### src/rtl/lc3b_types.sv
// rtl/lc3b_types.sv - shared word and arbiter state types for the LC-3b memory path
package lc3b_types;

    typedef logic [15:0] lc3b_word;

    typedef enum logic [1:0] {
        IDLE,
        I_BUSY,
        D_BUSY,
        RESP
    } lc3b_arb_state;

endpackage

### src/rtl/arb_req_latch.sv
// rtl/arb_req_latch.sv - captures the granted request's address, data, lanes and direction
module arb_req_latch
    import lc3b_types::*;
(
    input  logic       clk,
    input  logic       reset,
    input  logic       load,
    input  lc3b_word   addr_in,
    input  lc3b_word   wdata_in,
    input  logic [1:0] be_in,
    input  logic       we_in,
    output lc3b_word   addr_q,
    output lc3b_word   wdata_q,
    output logic [1:0] be_q,
    output logic       we_q
);

    always_ff @(posedge clk or posedge reset) begin
        if (reset) begin
            addr_q  <= '0;
            wdata_q <= '0;
            be_q    <= '0;
            we_q    <= 1'b0;
        end else if (load) begin
            addr_q  <= addr_in;
            wdata_q <= wdata_in;
            be_q    <= be_in;
            we_q    <= we_in;
        end
    end

endmodule

### src/rtl/cpu_mem_arbiter.sv
// rtl/cpu_mem_arbiter.sv - serializes split instruction/data requests onto one L2 port
module cpu_mem_arbiter
    import lc3b_types::*;
#(
    parameter int MAX_DATA_STREAK = 4
) (
    input  logic       clk,
    input  logic       reset,
    input  logic       instruction_request,
    input  lc3b_word   instruction_address,
    output logic       instruction_response,
    output lc3b_word   instr,
    input  logic       data_request,
    input  logic       write_enable,
    input  lc3b_word   mem_address,
    input  logic [1:0] mem_byte_enable,
    input  lc3b_word   write_data,
    output logic       data_response,
    output lc3b_word   mem_rdata,
    output logic       l2_read,
    output logic       l2_write,
    output lc3b_word   l2_address,
    output lc3b_word   l2_wdata,
    output logic [1:0] l2_byte_enable,
    input  lc3b_word   l2_rdata,
    input  logic       l2_resp
);

    localparam int STREAK_W = $clog2(MAX_DATA_STREAK + 1);
    localparam logic [STREAK_W-1:0] STREAK_MAX = STREAK_W'(MAX_DATA_STREAK);

    lc3b_arb_state state, next_state;
    logic [STREAK_W-1:0] streak;
    logic abort;
    logic src_instr;
    logic grant_d, grant_i;

    lc3b_word   lat_addr, lat_wdata;
    logic [1:0] lat_be;
    logic       lat_we;

    // Fetches always read the full word; only data grants carry real store fields.
    arb_req_latch u_req_latch (
        .clk      (clk),
        .reset    (reset),
        .load     (grant_d | grant_i),
        .addr_in  (grant_d ? mem_address : instruction_address),
        .wdata_in (grant_d ? write_data : '0),
        .be_in    (grant_d ? mem_byte_enable : 2'b11),
        .we_in    (grant_d & write_enable),
        .addr_q   (lat_addr),
        .wdata_q  (lat_wdata),
        .be_q     (lat_be),
        .we_q     (lat_we)
    );

    always_ff @(posedge clk or posedge reset) begin
        if (reset) begin
            state     <= IDLE;
            streak    <= '0;
            abort     <= 1'b0;
            src_instr <= 1'b0;
            instr     <= '0;
            mem_rdata <= '0;
        end else begin
            state <= next_state;
            if (grant_d) begin
                src_instr <= 1'b0;
                abort     <= 1'b0;
                if (!instruction_request)
                    streak <= '0;
                else if (streak != STREAK_MAX)
                    streak <= streak + 1'b1;
            end else if (grant_i) begin
                src_instr <= 1'b1;
                abort     <= 1'b0;
                streak    <= '0;
            end
            // A flush anywhere during the fetch poisons its result.
            if (state == I_BUSY && !instruction_request)
                abort <= 1'b1;
            if (state == I_BUSY && l2_resp && !abort && instruction_request)
                instr <= l2_rdata;
            if (state == D_BUSY && l2_resp && !lat_we)
                mem_rdata <= l2_rdata;
        end
    end

    always_comb begin
        next_state           = state;
        grant_d              = 1'b0;
        grant_i              = 1'b0;
        l2_read              = 1'b0;
        l2_write             = 1'b0;
        l2_address           = '0;
        l2_wdata             = '0;
        l2_byte_enable       = '0;
        instruction_response = 1'b0;
        data_response        = 1'b0;
        case (state)
            IDLE: begin
                if (data_request && (!instruction_request || streak < STREAK_MAX)) begin
                    grant_d    = 1'b1;
                    next_state = D_BUSY;
                end else if (instruction_request) begin
                    grant_i    = 1'b1;
                    next_state = I_BUSY;
                end
            end
            I_BUSY: begin
                l2_read        = 1'b1;
                l2_address     = lat_addr;
                l2_byte_enable = 2'b11;
                if (l2_resp)
                    next_state = (!abort && instruction_request) ? RESP : IDLE;
            end
            D_BUSY: begin
                l2_write       = lat_we;
                l2_read        = ~lat_we;
                l2_address     = lat_addr;
                l2_wdata       = lat_wdata;
                l2_byte_enable = lat_be;
                if (l2_resp)
                    next_state = RESP;
            end
            RESP: begin
                instruction_response = src_instr;
                data_response        = ~src_instr;
                next_state           = IDLE;
            end
            default: next_state = IDLE;
        endcase
    end

endmodule

### config.mk
export PLATFORM = sky130hd
export DESIGN_NAME = cpu_mem_arbiter
export DESIGN_NICKNAME = d
export VERILOG_FILES = /design/src/rtl/lc3b_types.sv /design/src/rtl/arb_req_latch.sv /design/src/rtl/cpu_mem_arbiter.sv
export SDC_FILE = /design/constraint.sdc
export NUM_CORES = 1
export LEC_CHECK = 0
export BUFFER_PORTS_ARGS = -buffer_cell sky130_fd_sc_hd__buf_2
export CAP_MARGIN = 20
export CORE_MARGIN = 2
export CORE_UTILIZATION = 45
export DETAILED_ROUTE_END_ITERATION = 6
export PLACE_DENSITY_LB_ADDON = 0.1
export SLEW_MARGIN = 10
export SYNTH_ARGS = -nofsm -noshare
export SYNTH_HDL_FRONTEND = slang
export SYNTH_HIERARCHICAL = 1
export SYNTH_SLANG_ARGS = --single-unit
### constraint.sdc
create_clock -name clk -period 1.8 [get_ports clk]
set_input_delay 0.36 -clock clk [delete_from_list [all_inputs] [get_ports clk]]
set_output_delay 0.36 -clock clk [all_outputs]
set_load 0.01 [all_outputs]
==> summary.md <==
| Metric | Value |
|---|---|
| Starting density of the core | `46.2%` |
| Number of distinct library cell variants in the gate-level netlist after synthesis | `28` |
| Number of enable-type register cells in the synthesized netlist | `0` |
| Critical path depth in cells | `5` |
| Sequential-to-total area share from yosys stat | `49.1%` |
| H-tree depth reported by CTS | `3` |
| Maximum clock frequency | `between 500 and 600 MHz` |
| PortBufs | `141` |
| Sum of negative setup slack | `-2.07 ns` |
| Net count of the finished layout | `about 550` |
| Drt drc | `0` |
| CTS tree | `built` |
| Number of design-rule violations left by the first detailed-router iteration | `90` |
| Violations in the final reports | `setup timing` |
| Mapped cell area | `roughly 3800 µm²` |
| Type of the most critical hold path | `in2async` |
| Flop-to-flop setup slack | `around 0.09 ns` |
| Family with the most delay on the worst path | `flip-flops` |
| Final critical-path required period | `1.94 ns` |
| Routed WL | `8500 µm` |
| PnR worst setup slack | `-0.136 ns` |
| FF-to-FF path depth | `6` |
| Fraction of power spent switching nets | `roughly 33%` |
| Pin count of the biggest net entering global routing | `40` |
| Synthesized instance count | `313` |
| Util after Layout | `around three fifths` |
| Gate power share | `about half` |
| Crit path DAT | `approximately 1.6 ns` |
| Number of clock buffers inserted by TritonCTS | `9` |
| Setup repair after global routing missed its margin | `yes` |
| Number of failing hold endpoints at the final stage | `0` |
| Worst hold slack | `~0.12 ns` |
| Required time at the endpoint of the critical path | `1.44 ns` |
| Most used flip-flop cell after synthesis | `dfrtp_1` |
| Class of the most critical setup path | `reg2out` |
| Post-route non-filler standard cell count | `~580` |
| Sequential fraction of design power | `a little under a third` |
| Yosys Warn Count | `6` |
| Peak VDD IR | `0.747 mV` |
| Full die area | `approximately 9100 µm²` |
| Post-synthesis net count | `between 300 and 400` |
| Wire length of the first global-routing pass | `about 13000 µm` |
| Number of primary I/O pins | `between 100 and 150` |
| Proportion of synthesized flip-flops having asynchronous set or reset | `100%` |
| Average wire per cell in the routed design | `approximately 15 µm` |
| Site row count | `33` |
| Power Internal | `between 0.006 and 0.007 W` |
| Origin of the critical flop-to-flop path | `state[1]` |
| Switch Pwr | `0.00305 W` |
| Buffer cell driving the clock tree root | `clkbuf_8` |
| Max-capacitance violation count | `0` |
| Reg-to-Reg End | `u_req_latch/wdata_q[6]` |
| Initial antenna violation count | `0` |
| Largest incremental delay on the critical path | `between 0.4 and 0.5 ns` |
| Dominant cell type by area after synthesis | `dfrtp_1` |
| Worst Max-Slew Pin Slew | `between 0.5 and 0.6 ns` |
| Number of antenna repair diodes | `0` |
| Area added between synthesis and finish | `33.8%` |
| Average footprint of a synthesized cell | `12.1 µm²` |
| Part of the cycle the worst path needs | `108%` |
| Final worst clock skew | `just over 0.01 ns` |
| Startpoint of the worst setup timing path | `state[1]` |
| Total via count after detailed routing | `~2800` |
| Half-perimeter wire length after placement | `approximately 5900 µm` |
| Placer congestion estimate | `0.720` |
| Power, Total | `a little over 0.009 W` |
| Max Slew Vio Count | `0` |
| Most frequent cells in the layout | `134 x buf_2, 73 x dfrtp_1, 51 x nand2_1` |
| First-pass DRT Iterations | `4` |
| Number of global-route vias before repair | `roughly 2700` |
| Max-Slew Margin vs Limit | `between 60% and 70%` |
| Clk network pwr share | `between 10% and 20%` |
| Most common cell after layout, fill and taps aside | `buf_2` |
| Die height | `roughly 96 µm` |
| Slowest stage cell on the critical path | `dfrtp_2` |
| Fraction of layout cells with a size suffix above 1 | `about 55%` |
| Critical path buffer and inverter count | `3` |
| Residual overflow from global routing | `0` |
| Cell occurring most often along the worst timing path | `buf_6` |
| CP max FO | `8` |
| GRT Total Usage | `18.8%` |
| Leakage power figure | `around 2.7 nW` |
| Cells along the critical path | `inv_2 -> ha_4 -> buf_6 -> o21a_1 -> buf_6` |
| Destination of the critical timing path | `l2_read` |
| Type of element launching the critical path | `flop` |
| Fraction of post-synthesis cell area in the top cell type by area | `49.1%` |
| Most area-consuming cells after synthesis | `dfrtp_1 49%, mux2_4 16%, mux2_2 8.1%` |
| Antenna Nets Post-Route | `0` |
| Clock latency at the later pin of the worst-skew pair | `0.34 ns` |
| Count of final setup violators | `30` |
| Horiz. Die Dim | `95.6 µm` |
| Count of clock tree sinks | `between 70 and 80` |
| Placed Cells incl. Taps | `between 500 and 600` |
| Count of state elements after synthesis | `74` |
| Critical path capture point type | `output port` |
| Via density | `4.86` |
| Power density of the placed cells | `about 1800 nW/µm²` |
| Clock slew seen by the registers of the worst setup and hold paths | `~0.08 ns` |
| Area inside the core boundary | `just over 8000 µm²` |
| Maximum number of buffers from clock root to sink | `2` |
| Status | `complete, but fails checks` |
==> power by group through the flow <==
stage / logic [W] / registers (W) / clock network, W
floorplan: 0.00267 / 0.00298 / 0
global placement: 0.00404 / 0.00286 / 0
detailed placement: 0.00413 / 0.00288 / 0
CTS: 0.00457 / 0.00287 / 0.00175
global route: 0.00508 / 0.00299 / 0.00181
finish: 0.00467 / 0.00288 / 0.00171
==> stage by stage <==
step | area [µm²] | setup WS, ns
2_1_floorplan | 3770 | 0.123
5_1_grt | 5050 | -0.187
6_report | 5050 | -0.136
3_5_place_dp | 4600 | 0.0465
3_3_place_gp | 4600 | 0.117
4_1_cts | 4990 | -0.113
==> how the worst min path moves through the flow <==
stage	endpoint	slack [ns]	depth (start not counted)	start
floorplan	u_req_latch/wdata_q[6]	0.47	1	u_req_latch/wdata_q[6]
global placement	instr[12]	0.48	1	instr[12]
detailed placement	u_req_latch/wdata_q[5]	0.49	1	u_req_latch/wdata_q[5]
CTS	u_req_latch/addr_q[14]	0.12	3	reset
global route	u_req_latch/addr_q[14]	0.15	3	reset
finish	u_req_latch/addr_q[14]	0.12	3	reset
==> synthesized netlist by cell type, drive strengths merged (2+ instances only) <==
master   instances
dfrtp           74
and2            35
and3            17
nand2           53
mux2            67
clkbuf           6
nor2             4
nand2b           3
o21ai            6
a2bb2oi          3
a21boi           2
ha               6
buf             12
inv             10
a21oi            6
nor2b            4
==> worst min-delay path, delay by kind of cell <==
family	cells	cell delay, ns
buffers and inverters	3	0.52
==> area by class of cell <==
| class | instances | area (µm²) |
|---|---|---|
| timing repair buffer | 162 | 981 |
| clock buffer | 11 | 141 |
| fill | 730 | 3130 |
| tap | 105 | 131 |
| inverter | 10 | 37.5 |
| clock inverter | 5 | 125 |
| multi-input combinational | 211 | 1780 |
| sequential | 74 | 1850 |
==> timing repair <==
action,CTS,global route
endpoints found under the setup margin,36,37
resized for setup,20,8
setup buffers,4,2
hold buffers,0,0
hold endpoints to repair,0,0
gates cloned,1,0
pin swaps,0,1
==> routing by layer <==
| metal | routed length (µm) | track usage [%] |
|---|---|---|
| met2 | 4100 | 30.3 |
| met4 | 136 | 7.86 |
| met3 | 478 | 3.72 |
| met1 | 3790 | 24.6 |
| met5 | 0 | 0 |
==> registers in the layout, summed over array words and instances, names as in the netlist <==
name / count
abort: 1
streak: 3
u_req_latch/we_q: 1
u_req_latch/be_q: 2
instr: 16
state: 2
src_instr: 1
mem_rdata: 16
u_req_latch/wdata_q: 16
u_req_latch/addr_q: 16
==> cells by family after synthesis <==
logic type | after synthesis | share of synthesized area (%)
fa+ha+maj | 6 | 1.99
compound gates | 20 | 3.28
flops | 74 | 49.1
simple gates | 118 | 16.3
buf+inv | 28 | 5.37
mux | 67 | 24.0
Note: power is estimated with default switching activity, not from simulation.
